$ cat src/rtl/uart_instr_loader_if.sv
// Byte stream from the UART receiver and the instruction-memory write port.
// The loader takes the master view; the UART/memory side takes the slave view.
interface uart_instr_loader_if #(
  parameter int ADDR_W = 8
) ();
  logic              uart_rx_valid;
  logic [7:0]        uart_rx_data;
  logic              uart_rx_break;
  logic              uart_rx_en;
  logic              imem_wr_en;
  logic [ADDR_W-1:0] imem_wr_addr;
  logic [31:0]       imem_wr_data;

  modport master (
    input  uart_rx_valid, uart_rx_data, uart_rx_break,
    output uart_rx_en, imem_wr_en, imem_wr_addr, imem_wr_data
  );

  modport slave (
    output uart_rx_valid, uart_rx_data, uart_rx_break,
    input  uart_rx_en, imem_wr_en, imem_wr_addr, imem_wr_data
  );
endinterface

$ cat src/rtl/uart_instr_loader.sv
// Packs UART bytes into little-endian 32-bit instruction words, writes them to
// instruction memory and releases the core from reset once loading completes.
module uart_instr_loader #(
  parameter int ADDR_W         = 8,
  parameter int TIMEOUT_CYCLES = 50000
) (
  input  logic                  clk,
  input  logic                  resetn,
  input  logic                  reload,
  uart_instr_loader_if.master   bus,
  output logic [ADDR_W:0]       word_count,
  output logic                  load_done,
  output logic                  sync_err,
  output logic                  core_rst_n
);

  localparam int IDLE_W = $clog2(TIMEOUT_CYCLES + 1);
  localparam logic [IDLE_W-1:0] IDLE_MAX  = IDLE_W'(TIMEOUT_CYCLES - 1);
  localparam logic [ADDR_W:0]   LAST_WORD = (ADDR_W + 1)'((1 << ADDR_W) - 1);

  typedef enum logic {
    LOAD = 1'b0,
    DONE = 1'b1
  } state_t;

  state_t            state;
  logic [1:0]        byte_cnt;
  logic [23:0]       shift;
  logic [IDLE_W-1:0] idle_cnt;

  logic            write_now;
  logic            full_now;
  logic            partial_after;
  logic [ADDR_W:0] words_after;

  // What this edge's byte (if any) does, so a same-edge break sees its result.
  always_comb begin
    write_now     = 1'b0;
    full_now      = 1'b0;
    partial_after = 1'b0;
    words_after   = word_count;
    if (state == LOAD) begin
      write_now     = bus.uart_rx_valid && (byte_cnt == 2'd3);
      full_now      = write_now && (word_count == LAST_WORD);
      partial_after = bus.uart_rx_valid ? (byte_cnt != 2'd3) : (byte_cnt != 2'd0);
      words_after   = word_count + {{ADDR_W{1'b0}}, write_now};
    end
  end

  always_ff @(posedge clk or negedge resetn) begin
    if (!resetn) begin
      state            <= LOAD;
      byte_cnt         <= 2'd0;
      shift            <= 24'd0;
      idle_cnt         <= '0;
      bus.imem_wr_en   <= 1'b0;
      bus.imem_wr_addr <= '0;
      bus.imem_wr_data <= 32'd0;
      bus.uart_rx_en   <= 1'b1;
      word_count       <= '0;
      load_done        <= 1'b0;
      sync_err         <= 1'b0;
      core_rst_n       <= 1'b0;
    end else begin
      bus.imem_wr_en <= 1'b0;
      if (reload) begin
        state          <= LOAD;
        byte_cnt       <= 2'd0;
        shift          <= 24'd0;
        idle_cnt       <= '0;
        word_count     <= '0;
        load_done      <= 1'b0;
        sync_err       <= 1'b0;
        core_rst_n     <= 1'b0;
        bus.uart_rx_en <= 1'b1;
      end else if (state == LOAD) begin
        if (bus.uart_rx_valid) begin
          idle_cnt <= '0;
          if (byte_cnt != 2'd3) begin
            shift[{byte_cnt, 3'b000} +: 8] <= bus.uart_rx_data;
            byte_cnt <= byte_cnt + 2'd1;
          end else begin
            bus.imem_wr_data <= {bus.uart_rx_data, shift};
            bus.imem_wr_addr <= word_count[ADDR_W-1:0];
            bus.imem_wr_en   <= 1'b1;
            word_count       <= words_after;
            byte_cnt         <= 2'd0;
            shift            <= 24'd0;
          end
        end else if (byte_cnt != 2'd0) begin
          // A stalled partial word is dropped so the next byte starts a fresh word.
          if (idle_cnt == IDLE_MAX) begin
            byte_cnt <= 2'd0;
            shift    <= 24'd0;
            idle_cnt <= '0;
            sync_err <= 1'b1;
          end else begin
            idle_cnt <= idle_cnt + 1'b1;
          end
        end else begin
          idle_cnt <= '0;
        end

        if (bus.uart_rx_break && partial_after) begin
          byte_cnt <= 2'd0;
          shift    <= 24'd0;
          idle_cnt <= '0;
          sync_err <= 1'b1;
        end

        if (full_now || (bus.uart_rx_break && (words_after != '0))) begin
          state          <= DONE;
          load_done      <= 1'b1;
          core_rst_n     <= 1'b1;
          bus.uart_rx_en <= 1'b0;
        end
      end
    end
  end

endmodule

$ cat src/flat_wrapper.sv
// flat-port wrapper written by rule: the top's interface ports become plain ports
module uart_instr_loader_flat 
#(
  parameter int ADDR_W         = 8,
  parameter int TIMEOUT_CYCLES = 50000
)
  (clk, resetn, reload, word_count, load_done, sync_err, core_rst_n, bus_uart_rx_valid, bus_uart_rx_data, bus_uart_rx_break, bus_uart_rx_en, bus_imem_wr_en, bus_imem_wr_addr, bus_imem_wr_data);
  uart_instr_loader_if #(.ADDR_W(ADDR_W)) bus_i ();
  input  logic clk;
  input  logic resetn;
  input  logic reload;
  output logic [ADDR_W:0] word_count;
  output logic load_done;
  output logic sync_err;
  output logic core_rst_n;
  input wire logic [$bits(bus_i.uart_rx_valid)-1:0] bus_uart_rx_valid;
  input wire logic [$bits(bus_i.uart_rx_data)-1:0] bus_uart_rx_data;
  input wire logic [$bits(bus_i.uart_rx_break)-1:0] bus_uart_rx_break;
  output wire logic [$bits(bus_i.uart_rx_en)-1:0] bus_uart_rx_en;
  output wire logic [$bits(bus_i.imem_wr_en)-1:0] bus_imem_wr_en;
  output wire logic [$bits(bus_i.imem_wr_addr)-1:0] bus_imem_wr_addr;
  output wire logic [$bits(bus_i.imem_wr_data)-1:0] bus_imem_wr_data;
  assign bus_i.uart_rx_valid = bus_uart_rx_valid;
  assign bus_i.uart_rx_data = bus_uart_rx_data;
  assign bus_i.uart_rx_break = bus_uart_rx_break;
  assign bus_uart_rx_en = bus_i.uart_rx_en;
  assign bus_imem_wr_en = bus_i.imem_wr_en;
  assign bus_imem_wr_addr = bus_i.imem_wr_addr;
  assign bus_imem_wr_data = bus_i.imem_wr_data;
  uart_instr_loader #(.ADDR_W(ADDR_W), .TIMEOUT_CYCLES(TIMEOUT_CYCLES)) u_core (.clk(clk), .resetn(resetn), .reload(reload), .bus(bus_i), .word_count(word_count), .load_done(load_done), .sync_err(sync_err), .core_rst_n(core_rst_n));
endmodule
$ cat config.mk
export PLATFORM = sky130hd
export DESIGN_NAME = uart_instr_loader_flat
export DESIGN_NICKNAME = d
export VERILOG_FILES = /design/src/rtl/uart_instr_loader_if.sv /design/src/rtl/uart_instr_loader.sv /design/src/flat_wrapper.sv
export SDC_FILE = /design/constraint.sdc
export NUM_CORES = 1
export LEC_CHECK = 0
export CAP_MARGIN = 20
export CORE_MARGIN = 4
export CORE_UTILIZATION = 39
export CTS_CLUSTER_SIZE = 25
export DETAILED_ROUTE_END_ITERATION = 16
export SLEW_MARGIN = 20
export SYNTH_ARGS = -nofsm -noshare
export SYNTH_HDL_FRONTEND = slang
export SYNTH_SLANG_ARGS = --single-unit
$ cat constraint.sdc
create_clock -name clk -period 3.9 [get_ports clk]
set_input_delay 0.78 -clock clk [delete_from_list [all_inputs] [get_ports clk]]
set_output_delay 0.78 -clock clk [all_outputs]
set_load 0.02 [all_outputs]
### Yosys cells after proc, flatten, opt, wreduce, memory -nomap -nowiden

Cells that the tools add are included.

| word-level totals | value |
|---|---|
| bits in registers | 96 |
| bits in latches | 0 |
| bits in writable memories | 0 |
| memory bits (read-only) | 0 |
| bits of input ports | 13 |
| output and inout bits | 54 |
| memories | 0 |

| operators by class | value |
|---|---|
| $add $sub $neg | 4 |
| multiply operators | 0 |
| divide/modulo/power cells | 0 |
| magnitude comparators | 0 |
| equal/unequal tests | 7 |
| shift operators | 2 |
| muxes and demuxes | 48 |
| bitwise operators | 3 |
| reductions and logical operators | 18 |

Operators with widths:

| kind | count |
|---|---|
| 24-bit 2-to-1 mux | 7 |
| 16-bit 2-to-1 mux | 6 |
| 9-bit 2-to-1 mux | 5 |
| 24-bit bitwise mux | 1 |
| 8-bit by 7-bit variable shift with 24-bit output (first input constant) | 1 |
| 8-bit by 7-bit indexed part select with 24-bit output | 1 |
| 1-bit 2-to-1 mux | 22 |
| 16-bit by 1-bit adder with 16-bit output (second input constant) | 1 |
| 16-bit == test (second input constant) | 1 |
| 2-bit 2-to-1 mux | 7 |
| 9-bit by 1-bit adder with 9-bit output | 1 |
| 9-bit by 8-bit == test with 1-bit output (second input constant) | 1 |
| 9-bit nonzero test | 1 |
| 4-bit AND reduction | 2 |
| 4-bit nonzero test | 2 |
| 5-bit negation with 7-bit output | 1 |
| 2-bit inequality test (second input constant) | 3 |
| 3-bit AND reduction | 2 |
| 2-bit nonzero test | 3 |
| 3-bit nonzero test | 2 |
| 1-bit logical AND | 4 |
| 3-bit by 2-bit inequality test with 1-bit output (second input constant) | 1 |
| 1-bit NOT | 3 |
| 2-bit by 1-bit adder with 2-bit output (second input constant) | 1 |
| 3 further kinds | 3 |

### Longest topological paths before layout

| depth | value |
|---|---|
| depth after elaboration | 10 |
| gate-level depth with buffers | 10 |
| gate-level depth less buffers | 9 |

### Least setup slack after synthesis

OpenSTA, ideal clock, no wires.

| timing path | value |
|---|---|
| kind | input to register |
| start | input bus_uart_rx_valid |
| end | register u_core.load_done |
| data arrival time | 2.358 ns |
| setup slack | 1.418 ns |
| cell stages on the path | 9 |
| path buffers | 1 |
| cell sequence | nand2_1 > inv_1 > ha_1 > nand2b_1 > or2_1 > clkbuf_1 > mux2_2 > o32a_1 > o31a_1 |

| on the way | value |
|---|---|
| cells in the longest elaborated chain, start to end | 8 |

Ends and longest elaborated chain:

| item | line | text |
|---|---|---|
| start, declared | flat_wrapper.sv:16 | `input wire logic [$bits(bus_i.uart_rx_valid)-1:0] bus_uart_rx_valid;` |
| 1-bit logical AND * | uart_instr_loader.sv:43 | `write_now = bus.uart_rx_valid && (byte_cnt == 2'd3);` |
| 9-bit by 1-bit adder with 9-bit output | uart_instr_loader.sv:46 | `words_after = word_count + {{ADDR_W{1'b0}}, write_now};` |
| 9-bit 2-to-1 mux | uart_instr_loader.sv:42 | `if (state == LOAD) begin` |
| 9-bit nonzero test | uart_instr_loader.sv:111 | `if (full_now \|\| (bus.uart_rx_break && (words_after != '0))) begin` |
| 1-bit logical AND | uart_instr_loader.sv:111 |  |
| 1-bit logical OR * | uart_instr_loader.sv:111 |  |
| 2-bit nonzero test (no line) * | n/a |  |
| 2-bit AND reduction (no line) * | n/a |  |
| end signal, assigned | uart_instr_loader.sv:61 | `load_done <= 1'b0;` |
| end signal, assigned | uart_instr_loader.sv:72 | `load_done <= 1'b0;` |
| end signal, assigned | uart_instr_loader.sv:113 | `load_done <= 1'b1;` |
| end, declared | uart_instr_loader.sv:12 | `output logic load_done,` |

Every way passes the cells marked *; elsewhere a longest branch is shown, timed or not.
A chain may end at the register's enable or synchronous reset.

### Worst setup path after layout

| timing path | value |
|---|---|
| start | input bus_uart_rx_valid |
| end | register u_core.state |

| on the way | value |
|---|---|
| cells in the longest elaborated chain, start to end | 9 |

Ends and longest elaborated chain:

| item | line | text |
|---|---|---|
| 1-bit logical AND * | uart_instr_loader.sv:43 |  |
| 9-bit by 1-bit adder with 9-bit output | uart_instr_loader.sv:46 |  |
| 9-bit 2-to-1 mux | uart_instr_loader.sv:42 |  |
| 9-bit nonzero test | uart_instr_loader.sv:111 |  |
| 1-bit logical AND | uart_instr_loader.sv:111 |  |
| 1-bit logical OR * | uart_instr_loader.sv:111 |  |
| 1-bit 2-to-1 mux * | uart_instr_loader.sv:111 |  |
| 1-bit 2-to-1 mux * | uart_instr_loader.sv:76 | `end else if (state == LOAD) begin` |
| 1-bit 2-to-1 mux * | uart_instr_loader.sv:66 | `if (reload) begin` |
| end signal, assigned | uart_instr_loader.sv:52 | `state <= LOAD;` |
| end signal, assigned | uart_instr_loader.sv:67 | `state <= LOAD;` |
| end signal, assigned | uart_instr_loader.sv:112 | `state <= DONE;` |
| end, declared | uart_instr_loader.sv:26 | `state_t state;` |

Marked as above.

==> results by stage <==
Run status:
- The run finished with clean final reports.

Global route:
- The largest net degree at the start of global routing is 56.
- The global-route wire length before repair is 16.0 mm.
- The total overflow left after global routing is 0.
- The number of global-route vias before repair is 3100.
- Global routing consumed, over all layers together, 15.2% of the routing resources.
- The number of antenna violations at the first check in global routing is 0.

Critical path:
- The type of origin of the critical path is an input pin.
- The cell family contributing the most delay on the critical path is simple AND/OR/NAND/NOR gates.
- The count of cell instances traversed by the critical path is 9.
- Together, buffers and inverters on the worst path number 2.
- The number of cells traversed by the worst register-to-register path is 9.
- The delay contributed by the slowest stage of the critical path is 0.63 ns.
- The slowest stage of the critical path belongs to the cell clkdlybuf4s50_1.
- The kind of end point of the critical path is a flip-flop.
- The critical-path maximum fanout is 8.
- STA puts the critical path data arrival time at 3.19 ns.
- The category of the critical setup timing path is in -> reg.
- Traced cell by cell, the critical path runs through clkdlybuf4s50_1 -> nand2_1 -> inv_1 -> ha_1 -> nand2b_1 -> or2_1 -> nor4_1 -> o2111ai_1 -> o31a_1.
- The data required time of the critical path is 4.12 ns.

CTS:
- The cell chosen for the clock root is clkbuf_16.
- TritonCTS built the clock tree.
- The number of gates given a new drive strength after cts is 0.
- The post-CTS setup buffer count is 0.
- In this run the number of H-tree levels came out at 3.
- The maximum clock path buffer count is 2.
- The clock latency at the later pin of the worst-skew pair is 0.33 ns.
- The number of buffers added to fix hold violations after cts is 0.
- The number of clock sinks is 96.
- In this run, CTS created clock tree buffers numbering 9.
- Clock-pin slew was measured on the worst setup and hold paths at 0.07 ns.

Power:
- Combinational cells account for 5.5% of the total power.
- Registers are responsible for 51.8% of the overall power.
- Of the total power, the clock network draws 42.8%.
- The design draws 1950 uW.
- The net switching power figure is 468 uW.
- In this run the power density over the cells is 350 mW/mm2.
- The internal power is 1480 uW.
- VDD sags by at most 0.000225 V.
- In this run switching power makes up 24.0% of total power.
- The standby leakage power is 0.00244 uW.

Timing:
- The final hold violation count is 0.
- Setup repair after global routing left no endpoint under its margin.
- The highest clock rate is 336 MHz.
- Setup violations remaining at the end of the flow were counted as 0.
- The maximum clock skew at final layout is 0.00672 ns.
- Headroom to the max-slew limit came out at 51.5%.
- The worst-margin pin slew is 0.728 ns.
- The share of the cycle needed by the critical path after routing is 76.3%.
- Setup slack on the critical path of the routed design comes to 0.926 ns.
- The final count of pins violating max slew is 0.
- Counting I/O delays and the setup requirement, the final critical path takes 2.97 ns.
- The summed negative setup slack over all endpoints is 0 ns.

Floorplan:
- The initialized floorplan defines 38 standard-cell rows.
- The region available for standard cell placement spans 0.0111 mm2.
- The floorplan die height is 115 um.
- The overall die area is 0.0133 mm2.
- The initial utilization of the core area, before any placement, comes to 40.6%.
- The die width is 115 um.
- In this run the count of I/O pins placed on the die edge is 67.

Placed design:
- The post-placement setup slack is 0.615 ns.
- The final weighted congestion in routability-driven placement is 0.841.
- The count of buffers added on input and output ports is 66.
- The placed wire-length estimate is 6.75 mm.
- Counting tap cells, the placed design contains a total of 603 instances.

Synth:
- The total standard cell area after synthesis is 0.00450 mm2.
- The post-synthesis cell type count is 54.
- Counting every net in the synthesized netlist gives 428.
- The primary flip-flop cell chosen by synthesis mapping is dfrtp_1.
- A synthesized cell averages 11.0 um2.
- Sequential cells were found to cover 53.4% of the synthesized design area.
- After technology mapping, the gate count stands at 408.
- Counting flops and latches in the post-synthesis netlist gives 96.
- Of all flip-flops after synthesis, the portion carrying an async set or reset was 100%.
- The number of warnings issued by yosys is 0.
- The number of enable-type register cells in the synthesized netlist is 0.

Min path:
- The worst hold path belongs to the class in -> async.

Route:
- Using the TritonRoute via totals, the vias-per-cell ratio works out to 5.12.
- The DRC marker count from the first detailed-route iteration is 157.
- The detailed-route wire length is 9.63 mm.
- The total iterations of the first detailed-routing run is 4.
- The average routed wire per standard cell is 15.6 um.
- The final route contains 3170 vias.
- The number of remaining DRC errors is 0.
- The remaining number of nets flagged by the antenna check after routing is 0.

Layout:
- The final layout contains 494 nets.
- The growth of design area from synthesis to finish is 23.7%.
- After the flow finishes, the layout carries non-filler instances totaling 619.
- The number of inserted filler cells in the final layout is 1024.
- The number of antenna cells inserted is 0.
- The share of cells above drive strength 1 is 18.2%.

Job:
- The max-cap violation count is 0.
-- synthesized netlist by cell type (2+ instances only) --
cell type	count	area share (%)
dfrtp_1	95	53
nand2_1	55	4.6
mux2_2	42	11
nor2_1	29	2.4
inv_1	20	1.7
o21ai_0	15	1.7
o21ai_1	12	1.3
nor3_1	10	1.1
o31ai_1	9	1.5
xor2_1	9	1.8
a21oi_1	8	0.89
buf_2	7	0.78
ha_1	7	1.9
nand3_1	7	0.78
xnor2_1	7	1.4
nand4_1	6	0.83
or3_1	6	0.83
clkbuf_1	5	0.42
nand2b_1	5	0.69
nor4_1	5	0.69
o21ai_2	5	0.97
buf_6	3	0.75
nand4b_1	3	0.58
a31oi_1	2	0.28
nand3b_1	2	0.33
nand4bb_1	2	0.50
nor2b_1	2	0.28
o221ai_2	2	0.67
o31a_1	2	0.39
o31ai_2	2	0.56
-- layout make-up --
cell class	count	area, um2	area share, %
multi-input cells	275	1930	34.7
inverters	20	75.1	1.35
repair buffers	72	703	12.6
clock inverters	6	52.6	0.944
flip-flops and latches	96	2400	43.2
clock buffers	10	229	4.11
well taps	140	175	3.15
-- metal layers --
metal	part of all wire, %	wire length (um)	vias to the layer above	GRT usage (%)
li1	-	-	1557	-
met1	47	4530	1534	20.8
met2	48	4630	77	24.6
met3	4.8	467	2	3.55
met4	0.021	2	0	4.07
met5	0	0	-	0
-- state kept, by name, summed over array words and instances (netlist names) --
name	count
u_core.shift	24
u_core.load_done	1
u_core.state	1
u_core.bus.imem_wr_data	32
u_core.bus.uart_rx_en	1
u_core.bus.imem_wr_addr	8
u_core.byte_cnt	2
u_core.word_count	9
u_core.idle_cnt	16
u_core.sync_err	1
u_core.bus.imem_wr_en	1
-- worst register-to-register path, delay by kind of cell, from the launching register on --
kind | cells | cell delay, ns
flops | 1 | 0.49
compound gates | 2 | 0.46
fa+ha+maj | 2 | 0.52
mux | 1 | 0.36
buf+inv | 1 | 0.10
simple gates | 3 | 0.63
-- stage by stage --
| stage | hold slack, ns | utilization, % | cell area [um2] |
|---|---|---|---|
| finish | 0.478 | 50.3 | 5570 |
| global route | 0.504 | 50.3 | 5570 |
| CTS | 0.480 | 50.3 | 5570 |
| detailed placement | 0.463 | 47.7 | 5290 |
| global placement | 0.459 | 47.7 | 5290 |
| floorplan | 0.443 | - | 4500 |
-- cells in the final DEF (no fill, tap or decap), drive strengths merged, types with 3 or more instances in the layout --
| master | n |
|---|---|
| dfrtp | 95 |
| clkdlybuf4s50 | 65 |
| nand2 | 55 |
| mux2 | 42 |
| o21ai | 32 |
| nor2 | 30 |
| inv | 23 |
| nor3 | 11 |
| o31ai | 11 |
| clkbuf | 10 |
| xor2 | 9 |
| a21oi | 8 |
| or3 | 8 |
| nand3 | 7 |
| xnor2 | 7 |
| ha | 7 |
| buf | 7 |
| nand4 | 6 |
| nand2b | 6 |
| nor4 | 6 |
| nand4b | 3 |
-- final timing paths --
path	start	endpoint	slack [ns]
min in group clk	u_core.shift[15]	u_core.shift[15]	0.48
worst min register to register	u_core.shift[15]	u_core.shift[15]	0.48
worst max register to register	u_core.byte_cnt[0]	u_core.state	1.21
max in group asynchronous	resetn	u_core.bus.uart_rx_en	2.55
worst max-delay path	bus_uart_rx_valid	u_core.state	0.93
worst min-delay path	resetn	u_core.bus.imem_wr_data[14]	0.48
-- power groups by stage --
stage / Clock [uW] / Combinational (uW) / Sequential, uW
after global routing: 896 / 120 / 1010
final: 834 / 106 / 1010
after detailed placement: 0 / 109 / 1030
after floorplan: 0 / 52.3 / 1030
after CTS: 861 / 110 / 1010
after global placement: 0 / 108 / 1030
-- logic make-up (layout without fill, tap and decap cells) --
kind of cell    count (synthesis)  after routing  synth area share [%]
compound gates                 64             64                  9.95
xor+xnor                       16             16                  3.11
fa+ha+maj                       7              7                  1.94
buf+inv                        37            108                  3.86
flops                          96             96                  53.4
mux                            43             43                  10.7
simple gates                  145            145                  17.0
Power figures use the tool's default switching activity.
